$ cat src/rtl/temp_seg_display.sv
// Signed temperature to BCD converter with a 4-digit multiplexed 7-segment driver.
// Optional macro DISP_LZ_BLANK_EN blanks leading zeros in the integer view.
module temp_seg_display #(
    parameter int REFRESH_DIV = 50000
) (
    input  logic        clk,
    input  logic        reset,
    input  logic [15:0] raw,
    input  logic [7:0]  id,
    input  logic [1:0]  sel,
    output logic [3:0]  an,
    output logic [6:0]  seg,
    output logic        dp,
    output logic        busy
);

    localparam int CW = (REFRESH_DIV > 2) ? $clog2(REFRESH_DIV) : 1;
    localparam logic [CW-1:0] SCAN_LAST = CW'(REFRESH_DIV - 1);

    localparam logic [4:0] C_MINUS = 5'd16;
    localparam logic [4:0] C_BLANK = 5'd17;

    typedef enum logic [1:0] {
        S_IDLE,
        S_LOAD,
        S_SHIFT,
        S_DONE
    } convState_t;

    convState_t  r_state;
    logic [15:0] r_snapshot;
    logic [8:0]  r_bin;
    logic [11:0] r_bcd;
    logic [3:0]  r_cnt;
    logic        r_negTmp;
    logic [3:0]  r_fracTmp;

    logic        r_neg;
    logic [3:0]  r_hund;
    logic [3:0]  r_tens;
    logic [3:0]  r_units;
    logic [3:0]  r_frac;

    logic [CW-1:0] r_scanCnt;
    logic [1:0]    r_digit;
    logic [3:0]    r_an;
    logic [6:0]    r_seg;
    logic          r_dp;

    logic [12:0] w_t;
    logic [12:0] w_mag;
    logic [11:0] w_bcdAdj;
    logic [7:0]  w_fracBcd;
    logic [4:0]  w_code [4];

    function automatic logic [3:0] dabbleAdj(input logic [3:0] n);
        return (n >= 4'd5) ? n + 4'd3 : n;
    endfunction

    // Truncated hundredths of frac/16, as two BCD digits
    function automatic logic [7:0] fracLut(input logic [3:0] f);
        case (f)
            4'd0:    return 8'h00;
            4'd1:    return 8'h06;
            4'd2:    return 8'h12;
            4'd3:    return 8'h18;
            4'd4:    return 8'h25;
            4'd5:    return 8'h31;
            4'd6:    return 8'h37;
            4'd7:    return 8'h43;
            4'd8:    return 8'h50;
            4'd9:    return 8'h56;
            4'd10:   return 8'h62;
            4'd11:   return 8'h68;
            4'd12:   return 8'h75;
            4'd13:   return 8'h81;
            4'd14:   return 8'h87;
            default: return 8'h93;
        endcase
    endfunction

    function automatic logic [6:0] segOf(input logic [4:0] c);
        case (c)
            5'd0:    return 7'h40;
            5'd1:    return 7'h79;
            5'd2:    return 7'h24;
            5'd3:    return 7'h30;
            5'd4:    return 7'h19;
            5'd5:    return 7'h12;
            5'd6:    return 7'h02;
            5'd7:    return 7'h78;
            5'd8:    return 7'h00;
            5'd9:    return 7'h10;
            5'd10:   return 7'h08;
            5'd11:   return 7'h03;
            5'd12:   return 7'h46;
            5'd13:   return 7'h21;
            5'd14:   return 7'h06;
            5'd15:   return 7'h0E;
            5'd16:   return 7'h3F;
            default: return 7'h7F;
        endcase
    endfunction

    assign w_t   = r_snapshot[15:3];
    assign w_mag = w_t[12] ? (13'h0 - w_t) : w_t;

    assign w_bcdAdj = {dabbleAdj(r_bcd[11:8]), dabbleAdj(r_bcd[7:4]), dabbleAdj(r_bcd[3:0])};
    assign w_fracBcd = fracLut(r_frac);

    // busy also covers the IDLE cycle that sees a fresh reading, so back-to-back conversions never drop it
    assign busy = (r_state != S_IDLE) || (raw != r_snapshot);

    always_ff @(posedge clk) begin
        if (reset) begin
            r_state    <= S_IDLE;
            r_snapshot <= '0;
            r_bin      <= '0;
            r_bcd      <= '0;
            r_cnt      <= '0;
            r_negTmp   <= 1'b0;
            r_fracTmp  <= '0;
            r_neg      <= 1'b0;
            r_hund     <= '0;
            r_tens     <= '0;
            r_units    <= '0;
            r_frac     <= '0;
        end else begin
            case (r_state)
                S_IDLE: begin
                    if (raw != r_snapshot) begin
                        r_snapshot <= raw;
                        r_state    <= S_LOAD;
                    end
                end
                S_LOAD: begin
                    r_negTmp  <= w_t[12];
                    r_bin     <= w_mag[12:4];
                    r_fracTmp <= w_mag[3:0];
                    r_bcd     <= '0;
                    r_cnt     <= '0;
                    r_state   <= S_SHIFT;
                end
                S_SHIFT: begin
                    r_bcd <= {w_bcdAdj[10:0], r_bin[8]};
                    r_bin <= {r_bin[7:0], 1'b0};
                    r_cnt <= r_cnt + 4'd1;
                    if (r_cnt == 4'd8) begin
                        r_state <= S_DONE;
                    end
                end
                default: begin
                    r_neg   <= r_negTmp;
                    r_hund  <= r_bcd[11:8];
                    r_tens  <= r_bcd[7:4];
                    r_units <= r_bcd[3:0];
                    r_frac  <= r_fracTmp;
                    r_state <= S_IDLE;
                end
            endcase
        end
    end

    always_comb begin
        w_code[3] = C_BLANK;
        w_code[2] = C_BLANK;
        w_code[1] = C_BLANK;
        w_code[0] = C_BLANK;
        case (sel)
            2'b00: begin
                w_code[3] = r_neg ? C_MINUS : C_BLANK;
                w_code[2] = {1'b0, r_hund};
                w_code[1] = {1'b0, r_tens};
                w_code[0] = {1'b0, r_units};
`ifdef DISP_LZ_BLANK_EN
                if (r_hund == 4'd0) begin
                    w_code[2] = C_BLANK;
                    if (r_tens == 4'd0) begin
                        w_code[1] = C_BLANK;
                    end
                end
`endif
            end
            2'b01: begin
                w_code[2] = {1'b0, r_units};
                w_code[1] = {1'b0, w_fracBcd[7:4]};
                w_code[0] = {1'b0, w_fracBcd[3:0]};
            end
            2'b10: begin
                w_code[1] = {1'b0, id[7:4]};
                w_code[0] = {1'b0, id[3:0]};
            end
            default: begin
                w_code[3] = {1'b0, raw[15:12]};
                w_code[2] = {1'b0, raw[11:8]};
                w_code[1] = {1'b0, raw[7:4]};
                w_code[0] = {1'b0, raw[3:0]};
            end
        endcase
    end

    // Digit scan: the display registers follow the digit index one cycle later
    always_ff @(posedge clk) begin
        if (reset) begin
            r_scanCnt <= '0;
            r_digit   <= '0;
            r_an      <= 4'hF;
            r_seg     <= 7'h7F;
            r_dp      <= 1'b1;
        end else begin
            if (r_scanCnt == SCAN_LAST) begin
                r_scanCnt <= '0;
                r_digit   <= r_digit + 2'd1;
            end else begin
                r_scanCnt <= r_scanCnt + 1'b1;
            end
            r_an  <= ~(4'b0001 << r_digit);
            r_seg <= segOf(w_code[r_digit]);
            r_dp  <= ~((sel == 2'b01) && (r_digit == 2'd2));
        end
    end

    assign an  = r_an;
    assign seg = r_seg;
    assign dp  = r_dp;

endmodule
$ cat config.mk
export PLATFORM = sky130hd
export DESIGN_NAME = temp_seg_display
export DESIGN_NICKNAME = d
export VERILOG_FILES = /design/src/rtl/temp_seg_display.sv
export SDC_FILE = /design/constraint.sdc
export NUM_CORES = 1
export LEC_CHECK = 0
export ABC_AREA = 1
export CORE_MARGIN = 4
export CORE_UTILIZATION = 45
export DETAILED_ROUTE_END_ITERATION = 10
export HOLD_SLACK_MARGIN = 0.06
export PLACE_DENSITY = 0.66
export SYNTH_ARGS = -nofsm -noshare
export SYNTH_HDL_FRONTEND = slang
export SYNTH_SLANG_ARGS = --single-unit
$ cat constraint.sdc
create_clock -name clk -period 1.7 [get_ports clk]
set_input_delay 0.255 -clock clk [delete_from_list [all_inputs] [get_ports clk]]
set_output_delay 0.255 -clock clk [all_outputs]
set_load 0.02 [all_outputs]
After elaboration in Yosys (flattened, before gate mapping):

Memory sizes are Yosys's and may differ from the RTL's. A register that Yosys moved wholly into a read port is not among the register bits.
Cells that the tools add are included.

* register bits after elaboration: 88
* ROM bits: 352
* input port bits: 28
* output and inout port bits: 13
* word-level logic and storage cells: 73
* memories: 2

* $add $sub $neg: 7
* $lt $le $gt $ge: 4
* equality and inequality tests: 10
* shifts and indexed selects: 1
* multiplexer cells: 19
* bitwise gates (word level): 3
* reductions and logical operators: 11

Memory list
* (name not given): words 32, bits a word 7, rd ports 1, clocked after memory_dff 1, wr ports 0, line 83 `case (c)`
* (name not given): words 16, bits a word 8, rd ports 1, clocked after memory_dff 1, wr ports 0, line 62 `case (f)`

Operators with widths (count)
* $pmux 9 s3: 1
* $pmux 12 s2: 1
* $pmux 9 s2: 1
* $add 16x1->16 const B: 1
* $eq 16x16->1 const B: 1
* $mux 4: 4
* $ne 16x16->1: 1
* $pmux 5 s3: 1
* $mux 13: 1
* $sub 1x13->13 const A: 1
* $ge 4x3->1 const B: 3
* $bmux 5 s2: 1
* $mux 5: 2
* $pmux 5 s2: 1
* $add 4x2->4 const B: 2
* $pmux 4 s2: 1
* $eq 2x2->1 const B: 3
* $pmux 2 s3: 1
* $add 4x1->4 const B: 1
* $eq 2x1->1 const B: 2
* $eq 4x4->1 const B: 1
* $logic_not 2->1: 2
* $mux 2: 2
* $ne 2x2->1 const B: 2
* other kinds (15): 18

Logic depth before layout (Yosys ltp):

Gate-level depths: netlist of the first run.

* word-level depth: 6
* gate-level depth with buffers: 14
* depth with buffers taken out: 13

Worst setup path after synthesis of the first run:

Ideal clock, no wire load.

* kind: flip-flop to flip-flop
* from: register r_state[0]
* to: register w_fracBcd[4] (netlist name)
* library setup time: 0.132 ns
* arrival time: 1.761 ns
* required time: 1.568 ns
* slack: -0.193 ns
* cell stages (with the launch flop): 10
* path buffers: 1
* clock period less this slack: 1.893 ns
* cells stage by stage: dfxtp_1 -> ha_1 -> buf_2 -> nor2_1 -> nor3_1 -> inv_1 -> ha_1 -> nand2_1 -> nand2_1 -> xor2_1

* longest elaborated chain between the ends: 4
* elaborated cells on any way between the ends: 6
* classes of those cells: eq/ne (2); mux (2); reduce/logical (2)

Ends and longest elaborated chain
* start, declared: line 30 `convState_t r_state;`
* start signal, assigned: line 116 `r_state <= S_IDLE;`
* start signal, assigned: line 133 `r_state <= S_LOAD;`
* start signal, assigned: line 142 `r_state <= S_SHIFT;`
* $eq 2x2->1, or another cell as far along: line 129 `case (r_state)`
* $reduce_or 3->1 (no line) *
* $mux 4 (no line) * (2 in a row)

Mark *: on every way between the ends. The rest lies on a longest branch, timed or not.
A chain may end at the register's enable or synchronous reset.

Final worst setup path of the first run:

* from: register r_snapshot[3]
* to: output port busy

* longest elaborated chain between the ends: 2

Ends and longest elaborated chain
* start, declared: line 31 `logic [15:0] r_snapshot;`
* start signal, assigned: line 132 `r_snapshot <= raw;`
* $ne 16x16->1: line 112 `assign busy = (r_state != S_IDLE) || (raw != r_snapshot);`
* $logic_or 1x1->1: line 112
* end, declared: line 14 `output logic busy`

Every way passes these cells.

==> results.toml, run 1 <==
[floorplanning]
die_width_um = 119.2
fp.dieArea_um2 = 14210
core_um2 = 12060
row_count = 40
io_pins = 41
start_util_pct = 46.15
die_h_um = 119.2

[pwr]
peakVddDrop_mv = 0.9017
powerDensity_nw_per_um2 = 1124
internal_power_uw = 5127
power.share.combinational_pct = 38.0
p_sw_share_pct = 37.05
p_clk_share_pct = 24.1
seqPwrFrac_pct = 37.9
p_leak_uw = 0.003194
p_sw_uw = 3018

[worst_hold_path]
hold_class = "in2reg"

[yosys]
syn_area_um2 = 5567
yosys.cell_types.count = 36
yosys_warnings = 0
synth.avg_cell_area_um2 = 6.723
synth.ff_latch_count = 103
synth-seq-area-share_pct = 37.04
syn_nets = 887
synthesis.instances = 828

[clock_network]
cts_root_buffer = "clkbuf_16"
h-tree-depth = 3
clk_latency_ps = 360
cts_inserted_buffers = 9
cts.sinks = 103
clk_pin_slew_worst_paths_ps = 70
cts_tree = "done"
cts_max_path_buffers = 2
cts-hold-fix-buffers = 0

[placed_design]
dp_hpwl_um = 11190
place_area_um2 = 6735
io_buffers = 40
finalWeightedCongestion = 0.9115

[worst_setup_path]
path_cells = "inv_2 -> nand2_1 -> nand2_1 -> nor2_1 -> nand2_1 -> nor2_4 -> nand3_2 -> buf_6"
arrival_ps = 1420
cp_slowest_cell = "dfxtp_2"
required_ps = 1440
slowest_delay_ps = 350
critPathKind = "reg2out"
cp_top_family = "simple AND/OR/NAND/NOR gates"
cp_common_cell = "nand2_1"
critPathBufInv = 2
start_kind = "flop"
cp_max_fo = 3
end_kind = "primary output"

[sta]
maxSlewViolCount = 0
grt_setup_unrepaired = "yes"
maxClockFrequency_ghz = 0.5954
slew_headroom_pct = 67.28
finalHoldViolCount = 0
report.final.setup_viol = 0
fin_crit_sh_pct = 98.80
skew_ps = 10.68
period_minus_slack_ps = 1680
hold_ws_ps = 224.9
tightestPinTransition_ps = 490.9

[status]
outcome = "finished clean"

[global_routing]
antenna_found_initial = 0
grt_use_met2_pct = 35.68
grt_pass1_wl_um = 24540
grtUsageMet3_pct = 3.704
met1_usage_pct = 27.66
grt_max_degree = 42
grt_pass1_vias = 5244
grt.busiest_layer = "met2"
grt_use_total_pct = 21.11
grt_overflow = 0

[detailed_routing]
dr.pass1.iters = 5
ant_nets = 0
drt_iter0_drc = 501
vias = 5588
viasPerCell = 5.012
post_drt_wl_per_cell_um = 13.57
wl_um = 15130
drc = 0

[final_layout]
drive_above_1_share_pct = 21.12
final_area_um2 = 7244
n_antenna_cell = 0
multi_input_area_um2 = 3188
num-nets-final = 1001
area_growth_pct = 30.14
nFillCells = 1157
register_area_um2 = 2098

[run]
drv_cap = 0
==> through the flow <==
step	setup TNS, ps	utilization [%]	worst slack [ps]	instances	power (uW)
finish	0	60.06	20.37	1115	8145
global route	-174.0	60.06	-74.16	1115	8701
CTS	-47.47	58.39	-33.49	1108	8072
detailed placement	-10500	55.84	-739.6	1091	6080
global placement	-9435	55.84	-637.7	1091	5976
floorplan	-15.15	-	-10.68	828	5010
==> synth_stat cells (all sizes together) <==
library cell  count  area share, %
o21ai            49            4.4
nor2             71            5.0
dfxtp           103             37
xor2              9            1.4
a31oi             7           0.79
ha               31            7.0
nor4              2           0.22
or2               5           0.56
nand3            61            5.5
nand4             9            1.0
clkinv            1          0.067
a211oi            1           0.13
inv              95            6.4
o22ai             1           0.11
a21o              1           0.13
a21oi            85            8.0
nand2           238             16
buf              16            1.8
o221ai            1           0.16
clkbuf           14           0.94
and3              1           0.11
nor3             22            2.2
o211ai            4           0.54
a21boi            1           0.13
==> final cells by class <==
type,count,share of cell area [%]
clock buffer,10,3.161
clock inverter,6,0.6390
inverter,96,4.974
multi-input combinational,599,44.01
sequential,103,28.96
tap,168,2.902
timing repair buffer,133,15.35
==> layer usage <==
layer | wire (um) | part of all wire, %
met4 | 155 | 1.0
met1 | 7136 | 47
met5 | 0 | 0
met3 | 467 | 3.1
met2 | 7374 | 49
==> cells in the final DEF (no fill, tap or decap), types with 3 or more instances in the layout <==
cell,synthesis,layout
nand2_1,234,226
buf_4,1,90
dfxtp_1,103,82
inv_1,89,80
a21oi_1,80,78
nor2_1,69,62
nand3_1,61,57
o21ai_0,48,46
ha_1,31,22
clkdlybuf4s50_1,0,20
nor3_1,19,17
dfxtp_2,0,17
inv_2,6,16
dlygate4sd2_1,0,11
nand2_2,2,10
nand4_1,9,9
xor2_1,9,9
clkbuf_16,0,9
ha_4,0,8
a21oi_2,5,7
a31oi_1,7,7
nor2_2,1,6
or2_2,5,5
dlymetal6s2s_1,0,5
o211ai_1,4,4
nor3_2,3,4
nand3_2,0,4
dfxtp_4,0,4
o21ai_1,1,3
nor2_4,1,3
==> state kept, by name, summed over array words and instances (netlist names), 2 cells and up <==
signal      cells
r_fracTmp       4
r_units         4
r_state         2
r_digit         2
r_hund          4
an              4
r_bin           9
r_scanCnt      16
w_fracBcd       8
seg             7
r_cnt           4
r_frac          4
r_tens          4
r_snapshot     16
r_bcd          12
==> repair_timing <==
action / in CTS / in global routing
setup endpoints to repair: 10 / 20
gates cloned: 0 / 0
buffers inserted: 1 / 7
pin swaps: 1 / 20
resized for setup: 31 / 61
==> tightest hold or removal path: cells and delay by family <==
family	cells	cell delay, ps
and+or+nand+nor	1	80
AOI/OAI and AO/OA	1	50
buffers and inverters	1	150
==> power groups by stage <==
stage / clock, uW / sequential (uW) / combinational, uW
6_report: 1960 / 3090 / 3100
4_1_cts: 2020 / 3040 / 3010
3_5_place_dp: 0 / 3090 / 2990
2_1_floorplan: 0 / 3080 / 1930
3_3_place_gp: 0 / 3070 / 2900
5_1_grt: 2100 / 3140 / 3460
==> cell families after synthesis <==
| family | Yosys count | share of synthesized area [%] |
|---|---|---|
| AOI/OAI and AO/OA | 150 | 14.39 |
| adders and majority gates | 31 | 6.968 |
| buffers and inverters | 126 | 9.170 |
| and+or+nand+nor | 409 | 31.02 |
| xor gates and xnor gates | 9 | 1.416 |
| DFF | 103 | 37.04 |
==> path summary, 6_finish.rpt <==
check | from | to | slack [ps] | cells past startpoint
worst max-delay path | r_snapshot[3]$_SDFFE_PP0P_ | busy | 20 | 8
worst min-delay path | raw[1] | r_snapshot[1]$_SDFFE_PP0P_ | 220 | 3
worst max register to register | r_state[0]$_SDFFE_PP0P_ | w_fracBcd[5]$_DFF_P_ | 30 | 9
worst min register to register | r_scanCnt[0]$_SDFF_PP0_ | r_scanCnt[0]$_SDFF_PP0_ | 420 | 1
Power figures use the tool's default switching activity.
==> run 2: changes to the inputs <==
==> constraint.sdc (replaced) <==
create_clock -name clk -period 1.7 [get_ports clk]
set_input_delay 0.34 -clock clk [delete_from_list [all_inputs] [get_ports clk]]
set_output_delay 0.34 -clock clk [all_outputs]
set_load 0.02 [all_outputs]
==> run 2 against run 1 <==
Effect of this change: cell area grew 2.7%; worst setup slack got worse by 78 ps; first-iteration DRC count down 37%; sequential share of layout area is 0.79 points lower; largest cell class unchanged; clock skew shrank 2.6 ps; count of clock-buffer cells in the layout unchanged; combinational power up 8.4%; critical path type unchanged; clock power grew 4%; die area unchanged; the run now ends with setup timing left; critical path depth is the same; utilization rose by 1.6 points; non-clock buffer count increased by 14.
==> results.toml, run 2 (same netlist as run 1, synthesis figures left out) <==
[status]
outcome = "complete, but fails checks"
violations = "setup timing"

[sta]
grt_setup_unrepaired = "yes"
tns_ps = -57.89
finalWorstSetupSlack_ps = -57.89
tightestPinTransition_ps = 502.7
maxSlewViolCount = 0
report.final.setup_viol = 1
fin_crit_sh_pct = 103.4
slew_headroom_pct = 66.49
skew_ps = 8.114
maxClockFrequency_ghz = 0.5689
finalHoldViolCount = 0
period_minus_slack_ps = 1758

[detailed_routing]
drt_iter0_drc = 318
wl_um = 15380
vias = 5662
drc = 0
dr.pass1.iters = 4
post_drt_wl_per_cell_um = 13.66
viasPerCell = 5.028
ant_nets = 0

[floorplanning]
core_um2 = 12060
row_count = 40
start_util_pct = 46.15
fp.dieArea_um2 = 14210
die_h_um = 119.2
io_pins = 41
die_width_um = 119.2

[pwr]
powerDensity_nw_per_um2 = 1138
p_leak_uw = 0.003243
peakVddDrop_mv = 0.6499
power.total_uw = 8468

[worst_hold_path]
hold_class = "in2reg"
worstHoldStart = "reset"

[global_routing]
grt_pass1_wl_um = 24940
antenna_found_initial = 0
grt_max_degree = 42
grt_use_total_pct = 21.50
grt_overflow = 0
grt_pass1_vias = 5390

[worst_setup_path]
path_cells = "inv_2 -> nand2_1 -> nand2_1 -> nor2_2 -> nand2_2 -> nor2_4 -> nand3_2 -> buf_6"
end_kind = "primary output"
slowest_delay_ps = 350
required_ps = 1360
cp_slowest_cell = "dfxtp_2"
reg2reg_from = "r_digit[0]$_SDFFE_PP0P_"
start_kind = "flop"
startpoint = "r_snapshot[11]$_SDFFE_PP0P_"
critPathKind = "reg2out"
cp_max_fo = 3
arrival_ps = 1420
cp_common_cell = "nand2_1"

[placed_design]
dp_hpwl_um = 11320
io_buffers = 40
finalWeightedCongestion = 0.8895

[clock_network]
h-tree-depth = 3
clk_pin_slew_worst_paths_ps = 70
cts_inserted_buffers = 9
cts.sinks = 103
cts_root_buffer = "clkbuf_16"
cts_max_path_buffers = 2
cts-hold-fix-buffers = 0
clk_latency_ps = 350
cts_tree = "done"

[final_layout]
num-nets-final = 1015
area_growth_pct = 33.72
top_regs = "r_scanCnt: 16 flops, r_snapshot: 16 flops, r_bcd: 12 flops"
final_common_cell = "nand2_1"
final_cell_mix = "nand2_1 (221), buf_4 (100), dfxtp_1 (81)"
n_antenna_cell = 0
drive_above_1_share_pct = 23.80

[run]
drv_cap = 0
-- run 2: changes by cell type in the layout (fill, tap and decap cells not counted), sizes merged --
cell,previous run,this run
dlymetal6s2s,5,0
clkbuf,11,10
dlygate4sd2,11,16
bufinv,0,1
clkinv,4,0
buf,96,111
-- run 2: critical path, delay by kind of cell, from the launching register on --
kind,cells,cell delay [ps]
buf+inv,2,190
flops,1,350
simple gates,6,530
-- run 2: metrics by stage --
stage          utilization (%)  cell area (um2)  cells  hold WS, ps  setup WS, ps
2_1_floorplan                -             5655    828        417.5        -88.28
3_3_place_gp             56.32             6793   1095        429.7        -766.7
3_5_place_dp             56.32             6793   1095        448.6        -808.3
4_1_cts                  59.13             7132   1111        322.4        -89.44
5_1_grt                  61.71             7443   1126        351.4        -179.4
6_report                 61.71             7443   1126        352.0        -57.89
-- run 2: layer usage --
| metal | share of wire [%] | vias up | wire length [um] | track usage [%] |
|---|---|---|---|---|
| met5 | 0 | - | 0 | 0 |
| met2 | 48 | 92 | 7347 | 35.99 |
| li1 | - | 2919 | - | - |
| met4 | 1.1 | 0 | 165 | 5.069 |
| met1 | 47 | 2635 | 7291 | 28.12 |
| met3 | 3.7 | 16 | 575 | 4.938 |
-- run 2: what timing repair did --
| action | 4_1_cts | 5_1_grt |
|---|---|---|
| gates resized for setup | 54 | 78 |
| gates cloned | 0 | 1 |
| setup buffers | 3 | 14 |
| setup endpoints to repair | 27 | 14 |
| pin swaps | 10 | 31 |
-- run 2: final timing paths --
check	endpoint	slack [ps]	cells past startpoint
setup / recovery	busy	-60	8
hold / removal	r_frac[3]$_SDFFE_PP0P_	350	2
setup reg to reg	seg[0]$_SDFF_PP1_	20	10
hold reg to reg	r_bcd[0]$_SDFFE_PP0P_	460	2
-- run 2: report_power, final --
| part | switching [uW] | internal (uW) |
|---|---|---|
| Sequential | 231 | 2850 |
| Combinational | 1920 | 1440 |
| Clock | 904 | 1120 |
-- run 2: area by class of cell --
| class | count | area, um2 |
|---|---|---|
| well taps | 168 | 210.2 |
| clock buffers | 10 | 229.0 |
| flip-flops and latches | 103 | 2097 |
| repair buffers | 147 | 1229 |
| fillers | 1129 | 4618 |
| inverters | 96 | 375.4 |
| clock inverters | 3 | 46.29 |
| multi-input cells | 599 | 3257 |
==> run 3: changes to the inputs <==
Settings changed: CTS_CLUSTER_DIAMETER from default to 40.
==> results of run 3 <==
The final DEF is identical to that of run 2; final timing and power are the same.
